**src/rtl/memory_controller_if.sv**
```systemverilog
// Bus bundle between the memory controller, the byte-wide RAM, the load/store
// buffer and the instruction fetch unit.
interface memory_controller_if #(
    parameter int ADDR_W = 32
);
    // Handshakes: lsb_flag is a one-cycle request pulse that may only be raised
    // while lsb_enable was high the cycle before; data_rdy answers it with one
    // pulse. if_flag is held high until the one-cycle inst_rdy pulse. Nothing
    // moves while rdy is low.
    logic              rdy;
    logic [7:0]        mem_din;
    logic [7:0]        mem_dout;
    logic [ADDR_W-1:0] mem_a;
    logic              mem_wr;
    logic              io_buffer_full;
    logic              lsb_flag;
    logic              lsb_r_nw;
    logic              load_sign;
    logic [1:0]        data_size_to_mc;
    logic [ADDR_W-1:0] data_addr;
    logic [31:0]       data_write;
    logic [31:0]       data_read;
    logic              lsb_enable;
    logic              data_rdy;
    logic              if_flag;
    logic [ADDR_W-1:0] if_addr;
    logic [31:0]       inst;
    logic              inst_rdy;
    logic              lsb_flush;

    modport slave (
        input  rdy, mem_din, io_buffer_full, lsb_flag, lsb_r_nw, load_sign,
               data_size_to_mc, data_addr, data_write, if_flag, if_addr, lsb_flush,
        output mem_dout, mem_a, mem_wr, data_read, lsb_enable, data_rdy, inst, inst_rdy
    );

    modport master (
        output rdy, mem_din, io_buffer_full, lsb_flag, lsb_r_nw, load_sign,
               data_size_to_mc, data_addr, data_write, if_flag, if_addr, lsb_flush,
        input  mem_dout, mem_a, mem_wr, data_read, lsb_enable, data_rdy, inst, inst_rdy
    );
endinterface

```
**src/rtl/memory_controller.sv**
```systemverilog
// Arbitrates fetch and load/store requests onto a single-port byte-wide RAM,
// serialising each request into byte accesses and reassembling read data.
module memory_controller #(
    parameter logic [1:0] IO_ADDR_HI = 2'b11,
    parameter int         ADDR_W     = 32
) (
    input  logic               clk,
    input  logic               rst,
    memory_controller_if.slave bus,
    output logic [2:0]         dbg_state
);
    typedef enum logic [2:0] {
        IDLE    = 3'd0,
        IF_RD   = 3'd1,
        LS_RD   = 3'd2,
        LS_WR   = 3'd3,
        IO_WAIT = 3'd4
    } state_t;

    state_t            state_q, state_d;
    logic [2:0]        cnt_q, cnt_d, n_q, n_d;
    logic [ADDR_W-1:0] addr_q, addr_d;
    logic [31:0]       wdata_q, wdata_d, rbuf_q, rbuf_d;
    logic              sign_q, sign_d;
    logic [1:0]        size_q, size_d;

    logic              pend_v_q, pend_v_d, pend_rnw_q, pend_rnw_d, pend_sign_q, pend_sign_d;
    logic [1:0]        pend_size_q, pend_size_d;
    logic [ADDR_W-1:0] pend_addr_q, pend_addr_d;
    logic [31:0]       pend_data_q, pend_data_d;

    logic [ADDR_W-1:0] mem_a_q, mem_a_d;
    logic [7:0]        mem_dout_q, mem_dout_d;
    logic              mem_wr_q, mem_wr_d;
    logic [31:0]       data_read_q, data_read_d, inst_q, inst_d;
    logic              data_rdy_q, data_rdy_d, inst_rdy_q, inst_rdy_d;

    logic              req_rnw, req_sign;
    logic [1:0]        req_size;
    logic [ADDR_W-1:0] req_addr;
    logic [31:0]       req_data;
    logic              use_pend, if_go, direct_take, ls_go;
    logic [2:0]        cnt_inc;
    logic [31:0]       asm_word, ext_word;

    function automatic logic [2:0] size_to_n(input logic [1:0] s);
        case (s)
            2'd0:    return 3'd1;
            2'd1:    return 3'd2;
            default: return 3'd4;
        endcase
    endfunction

    // A buffered request always wins; a fresh pulse is taken directly only
    // when the buffer is empty and no fetch is starting this edge.
    always_comb begin
        req_rnw     = pend_v_q ? pend_rnw_q  : bus.lsb_r_nw;
        req_sign    = pend_v_q ? pend_sign_q : bus.load_sign;
        req_size    = pend_v_q ? pend_size_q : bus.data_size_to_mc;
        req_addr    = pend_v_q ? pend_addr_q : bus.data_addr;
        req_data    = pend_v_q ? pend_data_q : bus.data_write;
        use_pend    = pend_v_q && !(bus.lsb_flush && pend_rnw_q);
        if_go       = !pend_v_q && bus.if_flag && !bus.lsb_flush;
        direct_take = !pend_v_q && !if_go && bus.lsb_flag && !(bus.lsb_flush && bus.lsb_r_nw);
        ls_go       = use_pend || direct_take;
        cnt_inc     = cnt_q + 3'd1;
        asm_word    = rbuf_q;
        asm_word[{cnt_q[1:0], 3'b000} +: 8] = bus.mem_din;
        case (size_q)
            2'd0:    ext_word = {{24{sign_q & asm_word[7]}}, asm_word[7:0]};
            2'd1:    ext_word = {{16{sign_q & asm_word[15]}}, asm_word[15:0]};
            default: ext_word = asm_word;
        endcase
    end

    always_comb begin
        state_d     = state_q;
        cnt_d       = cnt_q;
        n_d         = n_q;
        addr_d      = addr_q;
        wdata_d     = wdata_q;
        rbuf_d      = rbuf_q;
        sign_d      = sign_q;
        size_d      = size_q;
        pend_v_d    = pend_v_q;
        pend_rnw_d  = pend_rnw_q;
        pend_sign_d = pend_sign_q;
        pend_size_d = pend_size_q;
        pend_addr_d = pend_addr_q;
        pend_data_d = pend_data_q;
        mem_a_d     = mem_a_q;
        mem_dout_d  = mem_dout_q;
        mem_wr_d    = mem_wr_q;
        data_read_d = data_read_q;
        inst_d      = inst_q;
        data_rdy_d  = 1'b0;
        inst_rdy_d  = 1'b0;

        case (state_q)
            IDLE: begin
                if (ls_go) begin
                    addr_d  = req_addr;
                    wdata_d = req_data;
                    sign_d  = req_sign;
                    size_d  = req_size;
                    n_d     = size_to_n(req_size);
                    cnt_d   = 3'd0;
                    if (req_rnw) begin
                        mem_a_d  = req_addr;
                        mem_wr_d = 1'b0;
                        state_d  = LS_RD;
                    end else if (req_addr[17:16] == IO_ADDR_HI && bus.io_buffer_full) begin
                        mem_wr_d = 1'b0;
                        state_d  = IO_WAIT;
                    end else begin
                        mem_a_d    = req_addr;
                        mem_dout_d = req_data[7:0];
                        mem_wr_d   = 1'b1;
                        state_d    = LS_WR;
                    end
                end else if (if_go) begin
                    addr_d   = bus.if_addr;
                    n_d      = 3'd4;
                    cnt_d    = 3'd0;
                    mem_a_d  = bus.if_addr;
                    mem_wr_d = 1'b0;
                    state_d  = IF_RD;
                end
            end
            IF_RD, LS_RD: begin
                if (bus.lsb_flush) begin
                    state_d = IDLE;
                end else begin
                    rbuf_d = asm_word;
                    if (cnt_inc < n_q) begin
                        cnt_d   = cnt_inc;
                        mem_a_d = addr_q + ADDR_W'(cnt_inc);
                    end else begin
                        state_d = IDLE;
                        if (state_q == IF_RD) begin
                            inst_d     = asm_word;
                            inst_rdy_d = 1'b1;
                        end else begin
                            data_read_d = ext_word;
                            data_rdy_d  = 1'b1;
                        end
                    end
                end
            end
            // Stores ignore lsb_flush: once accepted they always finish.
            LS_WR: begin
                if (cnt_inc < n_q) begin
                    cnt_d      = cnt_inc;
                    mem_a_d    = addr_q + ADDR_W'(cnt_inc);
                    mem_dout_d = wdata_q[{cnt_inc[1:0], 3'b000} +: 8];
                end else begin
                    mem_wr_d   = 1'b0;
                    data_rdy_d = 1'b1;
                    state_d    = IDLE;
                end
            end
            IO_WAIT: begin
                if (!bus.io_buffer_full) begin
                    mem_a_d    = addr_q;
                    mem_dout_d = wdata_q[7:0];
                    mem_wr_d   = 1'b1;
                    cnt_d      = 3'd0;
                    state_d    = LS_WR;
                end
            end
            default: state_d = IDLE;
        endcase

        if (state_q == IDLE && use_pend) pend_v_d = 1'b0;
        if (bus.lsb_flush && pend_rnw_q) pend_v_d = 1'b0;
        if (bus.lsb_flag && !(state_q == IDLE && direct_take) &&
            !(bus.lsb_flush && bus.lsb_r_nw)) begin
            pend_v_d    = 1'b1;
            pend_rnw_d  = bus.lsb_r_nw;
            pend_sign_d = bus.load_sign;
            pend_size_d = bus.data_size_to_mc;
            pend_addr_d = bus.data_addr;
            pend_data_d = bus.data_write;
        end
    end

    always_ff @(posedge clk or negedge rst) begin
        if (!rst) begin
            state_q     <= IDLE;
            cnt_q       <= '0;
            n_q         <= '0;
            addr_q      <= '0;
            wdata_q     <= '0;
            rbuf_q      <= '0;
            sign_q      <= 1'b0;
            size_q      <= '0;
            pend_v_q    <= 1'b0;
            pend_rnw_q  <= 1'b0;
            pend_sign_q <= 1'b0;
            pend_size_q <= '0;
            pend_addr_q <= '0;
            pend_data_q <= '0;
            mem_a_q     <= '0;
            mem_dout_q  <= '0;
            mem_wr_q    <= 1'b0;
            data_read_q <= '0;
            inst_q      <= '0;
            data_rdy_q  <= 1'b0;
            inst_rdy_q  <= 1'b0;
        end else if (bus.rdy) begin
            state_q     <= state_d;
            cnt_q       <= cnt_d;
            n_q         <= n_d;
            addr_q      <= addr_d;
            wdata_q     <= wdata_d;
            rbuf_q      <= rbuf_d;
            sign_q      <= sign_d;
            size_q      <= size_d;
            pend_v_q    <= pend_v_d;
            pend_rnw_q  <= pend_rnw_d;
            pend_sign_q <= pend_sign_d;
            pend_size_q <= pend_size_d;
            pend_addr_q <= pend_addr_d;
            pend_data_q <= pend_data_d;
            mem_a_q     <= mem_a_d;
            mem_dout_q  <= mem_dout_d;
            mem_wr_q    <= mem_wr_d;
            data_read_q <= data_read_d;
            inst_q      <= inst_d;
            data_rdy_q  <= data_rdy_d;
            inst_rdy_q  <= inst_rdy_d;
        end
    end

    assign bus.mem_a      = mem_a_q;
    assign bus.mem_dout   = mem_dout_q;
    assign bus.mem_wr     = mem_wr_q;
    assign bus.data_read  = data_read_q;
    assign bus.inst       = inst_q;
    assign bus.data_rdy   = data_rdy_q;
    assign bus.inst_rdy   = inst_rdy_q;
    assign bus.lsb_enable = !pend_v_q && !(state_q == LS_RD || state_q == LS_WR || state_q == IO_WAIT);
    assign dbg_state      = state_q;
endmodule

```
**src/flat_wrapper.sv**
```systemverilog
// flat-port wrapper written by rule: the top's interface ports become plain ports
module memory_controller_flat 
#(
    parameter logic [1:0] IO_ADDR_HI = 2'b11,
    parameter int         ADDR_W     = 32
)
  (clk, rst, dbg_state, bus_rdy, bus_mem_din, bus_io_buffer_full, bus_lsb_flag, bus_lsb_r_nw, bus_load_sign, bus_data_size_to_mc, bus_data_addr, bus_data_write, bus_if_flag, bus_if_addr, bus_lsb_flush, bus_mem_dout, bus_mem_a, bus_mem_wr, bus_data_read, bus_lsb_enable, bus_data_rdy, bus_inst, bus_inst_rdy);
  memory_controller_if #(.ADDR_W(ADDR_W)) bus_i ();
  input  logic clk;
  input  logic rst;
  output logic [2:0] dbg_state;
  input wire logic [$bits(bus_i.rdy)-1:0] bus_rdy;
  input wire logic [$bits(bus_i.mem_din)-1:0] bus_mem_din;
  input wire logic [$bits(bus_i.io_buffer_full)-1:0] bus_io_buffer_full;
  input wire logic [$bits(bus_i.lsb_flag)-1:0] bus_lsb_flag;
  input wire logic [$bits(bus_i.lsb_r_nw)-1:0] bus_lsb_r_nw;
  input wire logic [$bits(bus_i.load_sign)-1:0] bus_load_sign;
  input wire logic [$bits(bus_i.data_size_to_mc)-1:0] bus_data_size_to_mc;
  input wire logic [$bits(bus_i.data_addr)-1:0] bus_data_addr;
  input wire logic [$bits(bus_i.data_write)-1:0] bus_data_write;
  input wire logic [$bits(bus_i.if_flag)-1:0] bus_if_flag;
  input wire logic [$bits(bus_i.if_addr)-1:0] bus_if_addr;
  input wire logic [$bits(bus_i.lsb_flush)-1:0] bus_lsb_flush;
  output wire logic [$bits(bus_i.mem_dout)-1:0] bus_mem_dout;
  output wire logic [$bits(bus_i.mem_a)-1:0] bus_mem_a;
  output wire logic [$bits(bus_i.mem_wr)-1:0] bus_mem_wr;
  output wire logic [$bits(bus_i.data_read)-1:0] bus_data_read;
  output wire logic [$bits(bus_i.lsb_enable)-1:0] bus_lsb_enable;
  output wire logic [$bits(bus_i.data_rdy)-1:0] bus_data_rdy;
  output wire logic [$bits(bus_i.inst)-1:0] bus_inst;
  output wire logic [$bits(bus_i.inst_rdy)-1:0] bus_inst_rdy;
  assign bus_i.rdy = bus_rdy;
  assign bus_i.mem_din = bus_mem_din;
  assign bus_i.io_buffer_full = bus_io_buffer_full;
  assign bus_i.lsb_flag = bus_lsb_flag;
  assign bus_i.lsb_r_nw = bus_lsb_r_nw;
  assign bus_i.load_sign = bus_load_sign;
  assign bus_i.data_size_to_mc = bus_data_size_to_mc;
  assign bus_i.data_addr = bus_data_addr;
  assign bus_i.data_write = bus_data_write;
  assign bus_i.if_flag = bus_if_flag;
  assign bus_i.if_addr = bus_if_addr;
  assign bus_i.lsb_flush = bus_lsb_flush;
  assign bus_mem_dout = bus_i.mem_dout;
  assign bus_mem_a = bus_i.mem_a;
  assign bus_mem_wr = bus_i.mem_wr;
  assign bus_data_read = bus_i.data_read;
  assign bus_lsb_enable = bus_i.lsb_enable;
  assign bus_data_rdy = bus_i.data_rdy;
  assign bus_inst = bus_i.inst;
  assign bus_inst_rdy = bus_i.inst_rdy;
  memory_controller #(.IO_ADDR_HI(IO_ADDR_HI), .ADDR_W(ADDR_W)) u_core (.clk(clk), .rst(rst), .bus(bus_i), .dbg_state(dbg_state));
endmodule
```
**config.mk**
```make
export PLATFORM = sky130hd
export DESIGN_NAME = memory_controller_flat
export DESIGN_NICKNAME = d
export VERILOG_FILES = /design/src/rtl/memory_controller_if.sv /design/src/rtl/memory_controller.sv /design/src/flat_wrapper.sv
export SDC_FILE = /design/constraint.sdc
export NUM_CORES = 1
export LEC_CHECK = 0
export BUFFER_PORTS_ARGS = -buffer_cell sky130_fd_sc_hd__buf_2
export CAP_MARGIN = 20
export CORE_AREA = 10 10 171 173
export DETAILED_ROUTE_END_ITERATION = 7
export DIE_AREA = 0 0 181 183
export PLACE_DENSITY_LB_ADDON = 0.2
export RECOVER_POWER = 100
export SETUP_SLACK_MARGIN = 0.1
export SLEW_MARGIN = 20
export SYNTH_ARGS = -nofsm -noshare
export SYNTH_HDL_FRONTEND = slang
export SYNTH_SLANG_ARGS = --single-unit
```
**constraint.sdc**
```tcl
create_clock -name clk -period 3.7 [get_ports clk]
set_input_delay 0.37 -clock clk [delete_from_list [all_inputs] [get_ports clk]]
set_output_delay 0.37 -clock clk [all_outputs]
set_load 0.005 [all_outputs]
```
==> impl_metrics.csv <==
group,metric,value,unit
run_status,status,"finished with violations",
run_status,violations,"max-capacitance violations, max-slew violations",
global_route,grt_util_met1,34.2,%
timing,fin_hold_ws,0.0426,ns
timing,maxSlewHeadroom,-82.3,%
final_layout,multi_input_area,6820,um2
global_route,grt_max_degree,107,
cts,root_buffer,"clkbuf_16",
die,die_h,183,um
timing,period_share,88.6,%
final_layout,syn_to_final_growth,15.6,%
cts,clk_latency,0.58,ns
power,p_leak,7.22,nW
setup_path,worstSetupEndpointType,"register",
yosys,syn-cell-area,14500,um2
setup_path,critical_path_buf_inv_count,2,
setup_path,crit_required,4.14,ns
global_route,antenna_found_initial,10,
setup_path,start_kind,"register",
global_route,grt_use_met3,5.57,%
setup_path,cp_common_cell,"nor2_1",
global_route,top_usage_layer,"met2",
yosys,yosysTopAreaCellShare,49.0,%
global_route,grt_pass1_vias,11700,
drt,drc,0,
timing,setup_viol,0,
place,gp_congestion,0.900,
die,initial_core_util,56.3,%
timing,max_freq,0.305,GHz
cts,postCtsSetupBuffers,0,
drt,dr.pass1.iters,5,
power,p_int,0.00906,W
yosys,syn_avg_cell_area,10.1,um2
drt,dr_total_vias,12000,
power,seqPwrFrac,36.8,%
yosys,async_flop_share,100,%
die,num_io_pins,226,
drt,drt-initial-drc-count,1154,
timing,worst_pin_slew,2.73,ns
setup_path,slowest_stage,"clkbuf_1",
setup_path,max_stage_delay,1.27,ns
cts,cts_sinks,284,
yosys,ys_top_cells_by_area,"dfrtp_1 (49%), mux2_2 (7.1%), a21oi_1 (5.9%)",
timing,final.setup.tns,0,ns
die,core_area,25800,um2
final_layout,fill_cells,2156,
timing,worst_clock_skew,0.0122,ns
yosys,yosys_most_used_dff,"dfrtp_1",
place,post-place-ws,0.332,ns
timing,hold_viol_final,0,
global_route,use_met2,35.5,%
yosys,yosys_register_bits,284,
die,std_cell_rows,59,
timing,fin_crit,3.28,ns
setup_path,cp.arrival,3.72,ns
yosys,synth_cell_types,81,
power,power_frac_comb,42.5,%
yosys,synth_nets,1557,
drt,drtAntennaViolNets,0,
yosys,seq_area_frac_synth,49.0,%
yosys,synth_top_cell_by_area,"dfrtp_1",
yosys,syn_inst,1431,
final_layout,layout-drive-gt1-share,20.6,%
drt,viasPerCell,6.06,
run,cap_viol_max_count,2,
timing,rsz0062_at_grt,"no",
cts,cts_max_level,1,
power,p_sw_share,39.4,%
cts,clock_path_buffers,3,
cts,numCtsBuffers,30,
power,clock_power_share,20.8,%
setup_path,cp_top_family,"buffers and inverters",
place,portBuffers,225,
setup_path,critPathKind,"register to register",
place,dp_hpwl,29200,um
yosys,synth_warnings,0,
final_layout,final_cell_mix,"dfrtp_1 (283), a21oi_1 (172), nor2_1 (143)",
power,total_power,0.0149,W
timing,setup_slack,0.420,ns
final_layout,mostFrequentLayoutCell,"dfrtp_1",
power,switching_power,0.00589,W
cts,clk_pin_slew,0.06,ns
yosys,synth_edf_count,0,
final_layout,final-seq-area,7110,um2
final_layout,num-nets-final,1748,
global_route,grt_usage,23.9,%
cts,cts_tree,"done",
die,dieWidth,181,um
power,power_density,892,nW/um2
global_route,overflow,0,
global_route,grt_pass1_wl,65100,um
hold_path,hold_path.class,"primary input to register",
drt,routedWlPerCell,20.7,um
timing,drv_slew,143,
power,irDropWorstVdd,629,uV
die,fp.dieArea,33100,um2
setup_path,crit_chain,"clkbuf_1, nand2b_1, nor2_1, and4_2, clkbuf_4, nor2_1, a21oi_1",
drt,wirelength,41200,um
setup_path,cp_max_fo,36,
==> worst reg2reg max path, stage by stage (launching register included) <==
cell	delay, ns
dfrtp_1	0.51
clkbuf_1	1.27
nand2b_1	0.26
nor2_1	0.06
and4_2	0.43
clkbuf_4	0.39
nor2_1	0.18
a21oi_1	0.05
==> metal layers <==
metal  up-vias  wire (um)
met2       524      18100
met4         6        868
met1      5838      18400
met3        68       3760
li1       5591          -
met5         -         28
==> layout make-up <==
class	count	area share, %
Antenna cell	6	0.0896
Sequential cell	284	42.4
Inverter	17	0.381
Timing Repair Buffer	265	7.77
Clock inverter	11	0.941
Clock buffer	44	5.21
Tap cell	335	2.50
Multi-Input combinational cell	1024	40.7
==> cell usage after synthesis (14+ instances only) <==
cell type and count:
nor3_1 28, nand2_1 86, dfrtp_1 284, a21oi_1 171
mux2_2 92, inv_1 16, nor2b_1 43, nand3_1 34
o21ai_0 76, nand4_1 15, o221ai_1 19, mux2i_1 54
nor2_1 142, buf_2 34, clkbuf_1 59, nand2b_1 23
and2_1 14
==> through the flow <==
step,utilization (%),area [um2],std cells
floorplan,-,14500,1431
global placement,61.9,15900,1924
detailed placement,61.9,15900,1924
CTS,65.9,17000,1980
global route,65.0,16700,1982
finish,65.1,16800,1986
==> worst paths after layout <==
kind	start	endpoint	slack (ns)	depth (start not counted)
max reg2reg	u_core.dbg_state[2]	u_core.bus.inst[23]	0.42	7
min in group asynchronous	rst	u_core.bus.mem_a[26]	1.18	2
max	u_core.dbg_state[2]	u_core.bus.inst[23]	0.42	7
max in group asynchronous	rst	u_core.bus.inst[18]	0.70	3
min reg2reg	u_core.rbuf_q[11]	u_core.rbuf_q[11]	0.48	2
min	bus_data_write[3]	u_core.pend_data_q[3]	0.04	2
==> registers in the layout, indices dropped and copies added, names as in the netlist, 2 cells and up <==
| signal | flops |
|---|---|
| u_core.rbuf_q | 32 |
| u_core.bus.data_read | 32 |
| u_core.bus.mem_dout | 8 |
| u_core.bus.mem_a | 32 |
| u_core.pend_data_q | 32 |
| u_core.dbg_state | 3 |
| u_core.wdata_q | 32 |
| u_core.n_q | 3 |
| u_core.bus.inst | 32 |
| u_core.pend_size_q | 2 |
| u_core.addr_q | 32 |
| u_core.cnt_q | 3 |
| u_core.pend_addr_q | 32 |
| u_core.size_q | 2 |
==> power groups by stage <==
stage / clock [W] / sequential (W) / combinational, W
6_report: 0.00310 / 0.00550 / 0.00635
5_1_grt: 0.00328 / 0.00566 / 0.00704
4_1_cts: 0.00315 / 0.00547 / 0.00654
3_5_place_dp: 0 / 0.00552 / 0.00649
3_3_place_gp: 0 / 0.00546 / 0.00634
2_1_floorplan: 0 / 0.00521 / 0.00453
==> repair_timing <==
action / in CTS / in global routing
resized for setup: 0 / 1
hold endpoints to repair: 100 / 0
setup endpoints to repair: 0 / 1
hold buffers: 1 / 0
==> cell families (layout without fill, tap and decap cells) <==
group / count (synthesis) / in the layout / synth area share (%)
xor gates and xnor gates: 22 / 22 / 1.33
other: 0 / 6 / 0
DFF: 284 / 284 / 49.0
muxes: 156 / 156 / 12.3
and+or+nand+nor: 433 / 433 / 14.6
adders and majority gates: 11 / 11 / 1.00
AOI/OAI and AO/OA: 402 / 402 / 18.0
buffers and inverters: 123 / 337 / 3.77
Power figures use the tool's default switching activity.
